File: src/rtl/l1_mshr_pkg.sv
// Shared configuration, entry-state encoding and entry record for the L1 MSHR.
// Optional feature macro: SIMD_WORD_VALID_EN adds a per-entry word-valid mask.
package l1_mshr_pkg;

   localparam int unsigned ADDR_BITS   = 32;
   localparam int unsigned DATA_BITS   = 32;
   localparam int unsigned ID_BITS     = 3;
   localparam int unsigned CPU_ID_BITS = 4;
   localparam int unsigned ASSOC_BITS  = 1;
   localparam int unsigned LINE_BITS   = 5;
   localparam int unsigned INDEX_BITS  = 9;
   localparam int unsigned WORDS       = 8;
   localparam int unsigned ENTRIES     = 1 << ID_BITS;

   typedef enum logic [1:0] {
      FREE   = 2'd0,
      PEND   = 2'd1,
      ISSUED = 2'd2
   } ent_state_e;

   typedef struct packed {
      logic [ADDR_BITS-1:0]   addr;
      logic [DATA_BITS-1:0]   data;
      logic                   rw;
      logic                   dirty;
      logic [CPU_ID_BITS-1:0] cpu_id;
      logic [ASSOC_BITS-1:0]  victim;
`ifdef SIMD_WORD_VALID_EN
      logic [WORDS-1:0]       word_valid;
`endif
   } mshr_entry_t;

   function automatic logic [ADDR_BITS-LINE_BITS-1:0] line_of(input logic [ADDR_BITS-1:0] a);
      return a[ADDR_BITS-1:LINE_BITS];
   endfunction

   function automatic logic [INDEX_BITS-1:0] set_of(input logic [ADDR_BITS-1:0] a);
      return a[INDEX_BITS+LINE_BITS-1:LINE_BITS];
   endfunction

endpackage

File: src/rtl/l1_mshr_if.sv
// Cache-controller <-> MSHR bus: allocate, issue, fetch, free and lookup signals.
// Optional feature macro: SIMD_WORD_VALID_EN adds the word-valid mask signals.
interface l1_mshr_if;
   import l1_mshr_pkg::*;

   logic                   add;
   logic [ADDR_BITS-1:0]   add_addr;
   logic [DATA_BITS-1:0]   add_data;
   logic                   add_rw;
   logic                   add_dirty;
   logic [CPU_ID_BITS-1:0] add_cpu_id;
   logic [ASSOC_BITS-1:0]  add_victim;

   logic                   del;
   logic [ID_BITS-1:0]     del_tag;

   logic                   read_next;
   logic                   rn_valid;
   logic [ADDR_BITS-1:0]   rn_addr;
   logic [DATA_BITS-1:0]   rn_data;
   logic                   rn_rw;
   logic                   rn_dirty;
   logic [CPU_ID_BITS-1:0] rn_cpu_id;
   logic [ASSOC_BITS-1:0]  rn_victim;
   logic [ID_BITS-1:0]     rn_mshr_id;

   logic                   get;
   logic [ID_BITS-1:0]     get_tag;
   logic                   get_valid;
   logic [ADDR_BITS-1:0]   get_addr;
   logic [DATA_BITS-1:0]   get_data;
   logic                   get_rw;
   logic                   get_dirty;
   logic [CPU_ID_BITS-1:0] get_cpu_id;
   logic [ASSOC_BITS-1:0]  get_victim;

   logic [ADDR_BITS-1:0]   comp_addr;
   logic [ASSOC_BITS-1:0]  comp_victim;
   logic                   comp_true;
   logic                   same_line_true;
   logic                   diff_line_true;
   logic                   comp_read;

   logic                   empty;
   logic                   full;

`ifdef SIMD_WORD_VALID_EN
   logic [WORDS-1:0]       add_word_valid;
   logic [WORDS-1:0]       rn_word_valid;
   logic [WORDS-1:0]       get_word_valid;
`endif

   modport master (
      output add, add_addr, add_data, add_rw, add_dirty, add_cpu_id, add_victim,
      output del, del_tag, read_next, get, get_tag, comp_addr, comp_victim,
`ifdef SIMD_WORD_VALID_EN
      output add_word_valid,
      input  rn_word_valid, get_word_valid,
`endif
      input  rn_valid, rn_addr, rn_data, rn_rw, rn_dirty, rn_cpu_id, rn_victim, rn_mshr_id,
      input  get_valid, get_addr, get_data, get_rw, get_dirty, get_cpu_id, get_victim,
      input  comp_true, same_line_true, diff_line_true, comp_read, empty, full
   );

   modport slave (
      input  add, add_addr, add_data, add_rw, add_dirty, add_cpu_id, add_victim,
      input  del, del_tag, read_next, get, get_tag, comp_addr, comp_victim,
`ifdef SIMD_WORD_VALID_EN
      input  add_word_valid,
      output rn_word_valid, get_word_valid,
`endif
      output rn_valid, rn_addr, rn_data, rn_rw, rn_dirty, rn_cpu_id, rn_victim, rn_mshr_id,
      output get_valid, get_addr, get_data, get_rw, get_dirty, get_cpu_id, get_victim,
      output comp_true, same_line_true, diff_line_true, comp_read, empty, full
   );

endinterface

File: src/rtl/l1_mshr_prio_enc.sv
// Lowest-index set-bit encoder used for slot, pending-entry and lookup selection.
// Optional feature macro SIMD_WORD_VALID_EN has no effect on this block.
module l1_mshr_prio_enc #(
   parameter int unsigned N = 8
) (
   input  logic [N-1:0]         req,
   output logic                 found,
   output logic [$clog2(N)-1:0] idx
);

   // Scan upward, keeping only the first set bit.
   always_comb begin
      found = 1'b0;
      idx   = '0;
      for (int unsigned i = 0; i < N; i++) begin
         if (req[i] && !found) begin
            found = 1'b1;
            idx   = ($clog2(N))'(i);
         end
      end
   end

endmodule

File: src/rtl/l1_mshr.sv
// L1 data-cache MSHR file: allocate on miss, issue in index order, fetch on fill, free.
// Optional feature macro: SIMD_WORD_VALID_EN stores and returns a per-entry word mask.
module l1_mshr
   import l1_mshr_pkg::*;
(
   input  logic      clk,
   input  logic      reset,
   input  logic      enable,
   l1_mshr_if.slave  bus
);

   ent_state_e          state_q [ENTRIES];
   ent_state_e          state_d [ENTRIES];
   mshr_entry_t         ent_q   [ENTRIES];
   mshr_entry_t         new_ent;

   logic [ENTRIES-1:0]  in_use;
   logic [ENTRIES-1:0]  pend;
   logic [ENTRIES-1:0]  line_hit;
   logic [ENTRIES-1:0]  diff_hit;

   logic                free_found, pend_found, line_found, diff_found;
   logic [ID_BITS-1:0]  free_idx, pend_idx, line_idx, diff_idx;
   logic                do_add, do_del, do_rn, do_get;

   mshr_entry_t         rn_q, get_q;
   logic                rn_valid_q, get_valid_q;
   logic [ID_BITS-1:0]  rn_id_q;

   // Per-entry occupancy and pending flags derived from the entry states.
   always_comb begin
      in_use = '0;
      pend   = '0;
      for (int unsigned i = 0; i < ENTRIES; i++) begin
         in_use[i] = (state_q[i] != FREE);
         pend[i]   = (state_q[i] == PEND);
      end
   end

   l1_mshr_prio_enc #(.N(ENTRIES)) u_free_enc (.req(~in_use), .found(free_found), .idx(free_idx));
   l1_mshr_prio_enc #(.N(ENTRIES)) u_pend_enc (.req(pend),    .found(pend_found), .idx(pend_idx));
   l1_mshr_prio_enc #(.N(ENTRIES)) u_line_enc (.req(line_hit), .found(line_found), .idx(line_idx));
   l1_mshr_prio_enc #(.N(ENTRIES)) u_diff_enc (.req(diff_hit), .found(diff_found), .idx(diff_idx));

   assign bus.empty = ~|in_use;
   assign bus.full  = &in_use;

   // All requests are qualified against pre-edge state; the add slot comes from the
   // pre-edge free set, so it can never be the slot released by a same-cycle del.
   assign do_add = enable & bus.add & free_found;
   assign do_del = enable & bus.del & in_use[bus.del_tag];
   assign do_rn  = enable & bus.read_next & pend_found;
   assign do_get = enable & bus.get & in_use[bus.get_tag];

   // Request fields packed into one record for the allocate write.
   always_comb begin
      new_ent        = '0;
      new_ent.addr   = bus.add_addr;
      new_ent.data   = bus.add_data;
      new_ent.rw     = bus.add_rw;
      new_ent.dirty  = bus.add_dirty;
      new_ent.cpu_id = bus.add_cpu_id;
      new_ent.victim = bus.add_victim;
`ifdef SIMD_WORD_VALID_EN
      new_ent.word_valid = bus.add_word_valid;
`endif
   end

   // Next entry states: issue, then free (a del on the issuing entry wins), then allocate.
   always_comb begin
      for (int unsigned i = 0; i < ENTRIES; i++) state_d[i] = state_q[i];
      if (do_rn)  state_d[pend_idx]    = ISSUED;
      if (do_del) state_d[bus.del_tag] = FREE;
      if (do_add) state_d[free_idx]    = PEND;
   end

   // Entry-state register; reset frees every entry immediately.
   always_ff @(posedge clk or negedge reset) begin
      if (!reset) begin
         for (int unsigned i = 0; i < ENTRIES; i++) state_q[i] <= FREE;
      end else begin
         for (int unsigned i = 0; i < ENTRIES; i++) state_q[i] <= state_d[i];
      end
   end

   // Entry payload storage; contents are only meaningful while the entry is in use.
   always_ff @(posedge clk) begin
      if (do_add) ent_q[free_idx] <= new_ent;
   end

   // Registered issue and fetch results.
   always_ff @(posedge clk or negedge reset) begin
      if (!reset) begin
         rn_valid_q  <= 1'b0;
         rn_id_q     <= '0;
         rn_q        <= '0;
         get_valid_q <= 1'b0;
         get_q       <= '0;
      end else begin
         rn_valid_q  <= do_rn;
         get_valid_q <= do_get;
         if (do_rn) begin
            rn_q    <= ent_q[pend_idx];
            rn_id_q <= pend_idx;
         end
         if (do_get) get_q <= ent_q[bus.get_tag];
      end
   end

   assign bus.rn_valid   = rn_valid_q;
   assign bus.rn_addr    = rn_q.addr;
   assign bus.rn_data    = rn_q.data;
   assign bus.rn_rw      = rn_q.rw;
   assign bus.rn_dirty   = rn_q.dirty;
   assign bus.rn_cpu_id  = rn_q.cpu_id;
   assign bus.rn_victim  = rn_q.victim;
   assign bus.rn_mshr_id = rn_id_q;

   assign bus.get_valid  = get_valid_q;
   assign bus.get_addr   = get_q.addr;
   assign bus.get_data   = get_q.data;
   assign bus.get_rw     = get_q.rw;
   assign bus.get_dirty  = get_q.dirty;
   assign bus.get_cpu_id = get_q.cpu_id;
   assign bus.get_victim = get_q.victim;

`ifdef SIMD_WORD_VALID_EN
   assign bus.rn_word_valid  = rn_q.word_valid;
   assign bus.get_word_valid = get_q.word_valid;
`endif

   // Conflict lookup over in-use entries: same line, or same set/way with a different line.
   always_comb begin
      line_hit = '0;
      diff_hit = '0;
      for (int unsigned i = 0; i < ENTRIES; i++) begin
         line_hit[i] = in_use[i] && (line_of(ent_q[i].addr) == line_of(bus.comp_addr));
         diff_hit[i] = in_use[i] && (set_of(ent_q[i].addr) == set_of(bus.comp_addr))
                       && (line_of(ent_q[i].addr) != line_of(bus.comp_addr))
                       && (ent_q[i].victim == bus.comp_victim);
      end
   end

   // Read/write flag of the winning match; same-line matches take priority.
   always_comb begin
      bus.comp_read = 1'b0;
      if (line_found)      bus.comp_read = ~ent_q[line_idx].rw;
      else if (diff_found) bus.comp_read = ~ent_q[diff_idx].rw;
   end

   assign bus.same_line_true = line_found;
   assign bus.diff_line_true = diff_found;
   assign bus.comp_true      = line_found | diff_found;

endmodule

File: src/flat_wrapper.sv
// flat-port wrapper written by rule: the top's interface ports become plain ports
module l1_mshr_flat import l1_mshr_pkg::*;
  (clk, reset, enable, bus_add, bus_add_addr, bus_add_data, bus_add_rw, bus_add_dirty, bus_add_cpu_id, bus_add_victim, bus_del, bus_del_tag, bus_read_next, bus_get, bus_get_tag, bus_comp_addr, bus_comp_victim, bus_rn_valid, bus_rn_addr, bus_rn_data, bus_rn_rw, bus_rn_dirty, bus_rn_cpu_id, bus_rn_victim, bus_rn_mshr_id, bus_get_valid, bus_get_addr, bus_get_data, bus_get_rw, bus_get_dirty, bus_get_cpu_id, bus_get_victim, bus_comp_true, bus_same_line_true, bus_diff_line_true, bus_comp_read, bus_empty, bus_full);
  l1_mshr_if bus_i ();
  input  logic clk;
  input  logic reset;
  input  logic enable;
  input wire logic [$bits(bus_i.add)-1:0] bus_add;
  input wire logic [$bits(bus_i.add_addr)-1:0] bus_add_addr;
  input wire logic [$bits(bus_i.add_data)-1:0] bus_add_data;
  input wire logic [$bits(bus_i.add_rw)-1:0] bus_add_rw;
  input wire logic [$bits(bus_i.add_dirty)-1:0] bus_add_dirty;
  input wire logic [$bits(bus_i.add_cpu_id)-1:0] bus_add_cpu_id;
  input wire logic [$bits(bus_i.add_victim)-1:0] bus_add_victim;
  input wire logic [$bits(bus_i.del)-1:0] bus_del;
  input wire logic [$bits(bus_i.del_tag)-1:0] bus_del_tag;
  input wire logic [$bits(bus_i.read_next)-1:0] bus_read_next;
  input wire logic [$bits(bus_i.get)-1:0] bus_get;
  input wire logic [$bits(bus_i.get_tag)-1:0] bus_get_tag;
  input wire logic [$bits(bus_i.comp_addr)-1:0] bus_comp_addr;
  input wire logic [$bits(bus_i.comp_victim)-1:0] bus_comp_victim;
  output wire logic [$bits(bus_i.rn_valid)-1:0] bus_rn_valid;
  output wire logic [$bits(bus_i.rn_addr)-1:0] bus_rn_addr;
  output wire logic [$bits(bus_i.rn_data)-1:0] bus_rn_data;
  output wire logic [$bits(bus_i.rn_rw)-1:0] bus_rn_rw;
  output wire logic [$bits(bus_i.rn_dirty)-1:0] bus_rn_dirty;
  output wire logic [$bits(bus_i.rn_cpu_id)-1:0] bus_rn_cpu_id;
  output wire logic [$bits(bus_i.rn_victim)-1:0] bus_rn_victim;
  output wire logic [$bits(bus_i.rn_mshr_id)-1:0] bus_rn_mshr_id;
  output wire logic [$bits(bus_i.get_valid)-1:0] bus_get_valid;
  output wire logic [$bits(bus_i.get_addr)-1:0] bus_get_addr;
  output wire logic [$bits(bus_i.get_data)-1:0] bus_get_data;
  output wire logic [$bits(bus_i.get_rw)-1:0] bus_get_rw;
  output wire logic [$bits(bus_i.get_dirty)-1:0] bus_get_dirty;
  output wire logic [$bits(bus_i.get_cpu_id)-1:0] bus_get_cpu_id;
  output wire logic [$bits(bus_i.get_victim)-1:0] bus_get_victim;
  output wire logic [$bits(bus_i.comp_true)-1:0] bus_comp_true;
  output wire logic [$bits(bus_i.same_line_true)-1:0] bus_same_line_true;
  output wire logic [$bits(bus_i.diff_line_true)-1:0] bus_diff_line_true;
  output wire logic [$bits(bus_i.comp_read)-1:0] bus_comp_read;
  output wire logic [$bits(bus_i.empty)-1:0] bus_empty;
  output wire logic [$bits(bus_i.full)-1:0] bus_full;
  assign bus_i.add = bus_add;
  assign bus_i.add_addr = bus_add_addr;
  assign bus_i.add_data = bus_add_data;
  assign bus_i.add_rw = bus_add_rw;
  assign bus_i.add_dirty = bus_add_dirty;
  assign bus_i.add_cpu_id = bus_add_cpu_id;
  assign bus_i.add_victim = bus_add_victim;
  assign bus_i.del = bus_del;
  assign bus_i.del_tag = bus_del_tag;
  assign bus_i.read_next = bus_read_next;
  assign bus_i.get = bus_get;
  assign bus_i.get_tag = bus_get_tag;
  assign bus_i.comp_addr = bus_comp_addr;
  assign bus_i.comp_victim = bus_comp_victim;
  assign bus_rn_valid = bus_i.rn_valid;
  assign bus_rn_addr = bus_i.rn_addr;
  assign bus_rn_data = bus_i.rn_data;
  assign bus_rn_rw = bus_i.rn_rw;
  assign bus_rn_dirty = bus_i.rn_dirty;
  assign bus_rn_cpu_id = bus_i.rn_cpu_id;
  assign bus_rn_victim = bus_i.rn_victim;
  assign bus_rn_mshr_id = bus_i.rn_mshr_id;
  assign bus_get_valid = bus_i.get_valid;
  assign bus_get_addr = bus_i.get_addr;
  assign bus_get_data = bus_i.get_data;
  assign bus_get_rw = bus_i.get_rw;
  assign bus_get_dirty = bus_i.get_dirty;
  assign bus_get_cpu_id = bus_i.get_cpu_id;
  assign bus_get_victim = bus_i.get_victim;
  assign bus_comp_true = bus_i.comp_true;
  assign bus_same_line_true = bus_i.same_line_true;
  assign bus_diff_line_true = bus_i.diff_line_true;
  assign bus_comp_read = bus_i.comp_read;
  assign bus_empty = bus_i.empty;
  assign bus_full = bus_i.full;
  l1_mshr u_core (.clk(clk), .reset(reset), .enable(enable), .bus(bus_i));
endmodule
File: config.mk
export PLATFORM = sky130hd
export DESIGN_NAME = l1_mshr_flat
export DESIGN_NICKNAME = d
export VERILOG_FILES = /design/src/rtl/l1_mshr_pkg.sv /design/src/rtl/l1_mshr_if.sv /design/src/rtl/l1_mshr_prio_enc.sv /design/src/rtl/l1_mshr.sv /design/src/flat_wrapper.sv
export SDC_FILE = /design/constraint.sdc
export NUM_CORES = 1
export LEC_CHECK = 0
export BUFFER_PORTS_ARGS = -buffer_cell sky130_fd_sc_hd__buf_2
export CAP_MARGIN = 20
export CORE_AREA = 2 2 344 346
export DETAILED_ROUTE_END_ITERATION = 7
export DIE_AREA = 0 0 346 348
export GPL_ROUTABILITY_DRIVEN = 0
export HOLD_SLACK_MARGIN = 0.06
export PLACE_DENSITY_LB_ADDON = 0.2
export SLEW_MARGIN = 20
export SYNTH_ARGS = -nofsm -noshare
export SYNTH_HDL_FRONTEND = slang
export SYNTH_HIERARCHICAL = 1
export SYNTH_SLANG_ARGS = --single-unit
export TNS_END_PERCENT = 50
File: constraint.sdc
create_clock -name clk -period 7.2 [get_ports clk]
set_clock_uncertainty 0.15 [all_clocks]
set_input_delay 1.44 -clock clk [delete_from_list [all_inputs] [get_ports clk]]
set_output_delay 1.44 -clock clk [all_outputs]
set_load 0.02 [all_outputs]
==> impl_results.md <==
* Post-route ant nets at 0
* Post-synth EDFFs at around 570
* Worst reg2reg endpoint: u_core/ent_q[2][59]
* Number of global-route vias before repair at around 22k
* Slew HR at 26.1%
* CP endpoint kind: output port
* DP HPWL at 68400 um
* NumNets Final at 2386
* Die Wd at 346 um
* R2r startpoint: u_core/state_q[0]
* Data arrival, critical path at 5.06 ns
* Cells on Worst Hold Path at 2
* Synth-to-Final Area Change at 17.3%
* DRT Wirelength at between 100000 and 150000 um
* H-tree depth at 3
* Hold-fix buffers, CTS at 0
* Seq/Total Area, Yosys at 60.8%
* Design Area, Final at 0.0408 mm^2
* Sequential power share at 36.1%
* Minimum clock period at 6.65 ns
* Instance count of the mapped netlist at 2009
* Post-Syn Nets at 2126
* Ys Warns at 6
* CTS tree: yes
* Power density over cell area at 398 mW/mm^2
* R2R cell count at 6
* CTS sink count at 731
* Core ar. at 0.117 mm^2
* Critical path data required time at between 5 and 6 ns
* DR vias/cell at 5.12
* DR WL/cell at around 27 um
* Total GRT Usage at 17.7%
* Cts repair resizes at 0
* Reg2reg setup slack at slightly below 3 ns
* First-pass GRT wire length at between 150000 and 200000 um
* Syn avg cell area at around 17 um^2
* Row Count at ~130
* Area after DPL at 0.0379 mm^2
* Max Cap Viol at 0
* Switch Pwr at ~0.0057 W
* Root buffer cell: clkbuf_16
* Final Hold Vio Count at 0
* GRT Residual Overflow at 0
* I/O Buffers at 264
* Synth Cell Area at roughly 0.035 mm^2
* Combinational share of power at between 30% and 40%
* Async S/R FF share, synth at ~22%
* DR pass1 iterations at 5
* Num CTS Buffers at 88
* Run status: finished, final reports clean
* Crit path launch type: input pin
* Flops & latches, synth at ~730
* Post-CTS setup buffer count at 0
* Worst-margin pin slew at 1.11 ns
* Top Ports at 270
* Initial antenna violation count at 41
* Die Height at 348 um
* Die area at 0.120 mm^2
* Setup CP Type: input pin to output port
* Initial Util at between 20 and 30%
* Tcrit/Tclk final at 92.4%
* Via count at 19.9k
* Worst skew pair latency at 0.67 ns
* # setup viols final at 0
* Sw Ratio at 35.0%
* Main flop type after synthesis: edfxtp_1
* Worst Hold Endpoint: u_core/bus.rn_mshr_id[0]
* Multi-input combinational cell area at around 0.013 mm^2
* RSZ-0062 raised after global routing: no
* Seq. cell area at 0.0211 mm^2
* Clock Power Share at 27.1%
* Peak supply drop at 0.000500 V
* FMAX at 0.150 GHz
* CTS max path bufs at 3
* Static leakage power at 14.0 nW
* Internal power at 0.0105 W
* Min-delay src: u_core/bus.rn_mshr_id[0]
* Final setup TNS at 0 ns
* Min-Delay Path Class: register to register
* Share of layout cells above drive strength 1 at around two fifths
* Largest net degree at the start of global routing at 87
* Clock-pin slew on the worst setup and hold paths at 0.05 ns
* Max-slew violation total from the final report at 0
* Synth cell types at 44
* Post-route DRC at 0
* Fillers at 11.1k
* CP max FO at 8
* DR iter-0 viols at 1312
-- power by group through the flow --
stage | Sequential, W | Clock [W] | Combinational [W]
finish | 0.00585 | 0.00439 | 0.00598
global route | 0.00596 | 0.00470 | 0.00643
CTS | 0.00587 | 0.00453 | 0.00613
detailed placement | 0.00595 | 0 | 0.00612
global placement | 0.00591 | 0 | 0.00608
floorplan | 0.00636 | 0 | 0.00360
-- cells in the final DEF, fill, tap and decap left out, types with 41 or more instances in the layout --
cell	count
dfrtp_1	163
edfxtp_1	568
nor4_1	41
mux4_2	290
nand2_1	83
nor2_1	44
mux2i_1	73
xnor2_1	41
xor2_1	183
mux2_2	142
buf_2	260
o21ai_0	82
clkbuf_16	89
-- metal layers --
metal  track usage, %  routed length [um]
met2             29.3               51600
met4             5.29                3040
met1             22.5               44500
met3             4.87                7390
met5                0                 252
-- synth_stat cells (8+ instances only) --
cell type	n	area (um^2)
edfxtp_1	568	17100
mux4_2	290	6530
xor2_1	183	1600
dfrtp_1	163	4080
mux2_2	142	1600
nand2_1	83	312
o21ai_0	82	410
mux2i_1	73	731
clkbuf_1	71	267
nor2_1	50	188
nor4_1	41	257
xnor2_1	41	359
buf_2	37	185
nand3_1	28	140
nor3_1	26	130
nand4_1	18	113
buf_1	17	63.8
inv_1	11	41.3
a21oi_1	10	50.1
buf_6	9	101
nor2b_1	8	50.1
-- critical path, cell delays in order --
cell,delay [ns]
buf_2,0.22
xor2_1,0.19
or4_1,0.49
nor4_1,0.55
a21boi_0,0.32
o41ai_1,0.42
buf_4,0.19
mux4_2,0.50
mux2i_1,0.18
nand2_1,0.07
o21ai_0,0.20
buf_2,0.28
-- registers in the layout, summed over array words and instances, names as in the netlist, 3 cells and up --
register               count
u_core/state_q            16
u_core/bus.get_cpu_id      4
u_core/ent_q             568
u_core/bus.get_addr       32
u_core/bus.rn_addr        32
u_core/bus.rn_cpu_id       4
u_core/bus.rn_data        32
u_core/bus.get_data       32
u_core/bus.rn_mshr_id      3
-- stage by stage --
step | worst slack, ns | power [W] | std cells | utilization (%) | hold WS (ns)
finish | 0.548 | 0.0162 | 3892 | 34.8 | 0.320
global route | 0.267 | 0.0171 | 3884 | 34.8 | 0.357
CTS | 0.483 | 0.0165 | 3881 | 34.8 | 0.328
detailed placement | 0.495 | 0.0121 | 3715 | 32.4 | 0.316
global placement | 0.487 | 0.0120 | 3715 | 32.4 | 0.308
floorplan | 0.897 | 0.00996 | 2009 | - | 0.349
-- kinds of logic (layout without fill, tap and decap cells) --
logic type,after synthesis,in the layout,share of synthesized area [%]
buf+inv,145,481,1.89
flops,731,731,60.8
other cells,0,11,0
xor+xnor,224,224,5.65
simple gates,284,284,4.13
mux,505,505,25.5
compound gates,120,120,2.00
-- layout make-up --
| cell class | count | share of cell area [%] |
|---|---|---|
| multi-input cells | 1133 | 32.1 |
| well taps | 1536 | 4.72 |
| inverters | 11 | 0.101 |
| diodes | 11 | 0.0675 |
| clock buffers | 130 | 6.11 |
| clock inverters | 36 | 0.927 |
| repair buffers | 304 | 4.17 |
| flip-flops and latches | 731 | 51.9 |
-- worst max path at each step --
stage	start	to	slack [ns]	cells after the start
floorplan	bus_comp_addr[22]	bus_comp_read	0.90	10
global placement	bus_comp_addr[22]	bus_comp_read	0.49	12
detailed placement	bus_comp_addr[13]	bus_comp_read	0.49	12
CTS	bus_comp_addr[13]	bus_comp_read	0.48	12
global route	bus_comp_addr[13]	bus_comp_read	0.27	12
finish	bus_comp_addr[13]	bus_comp_read	0.55	12
Power figures use the tool's default switching activity.
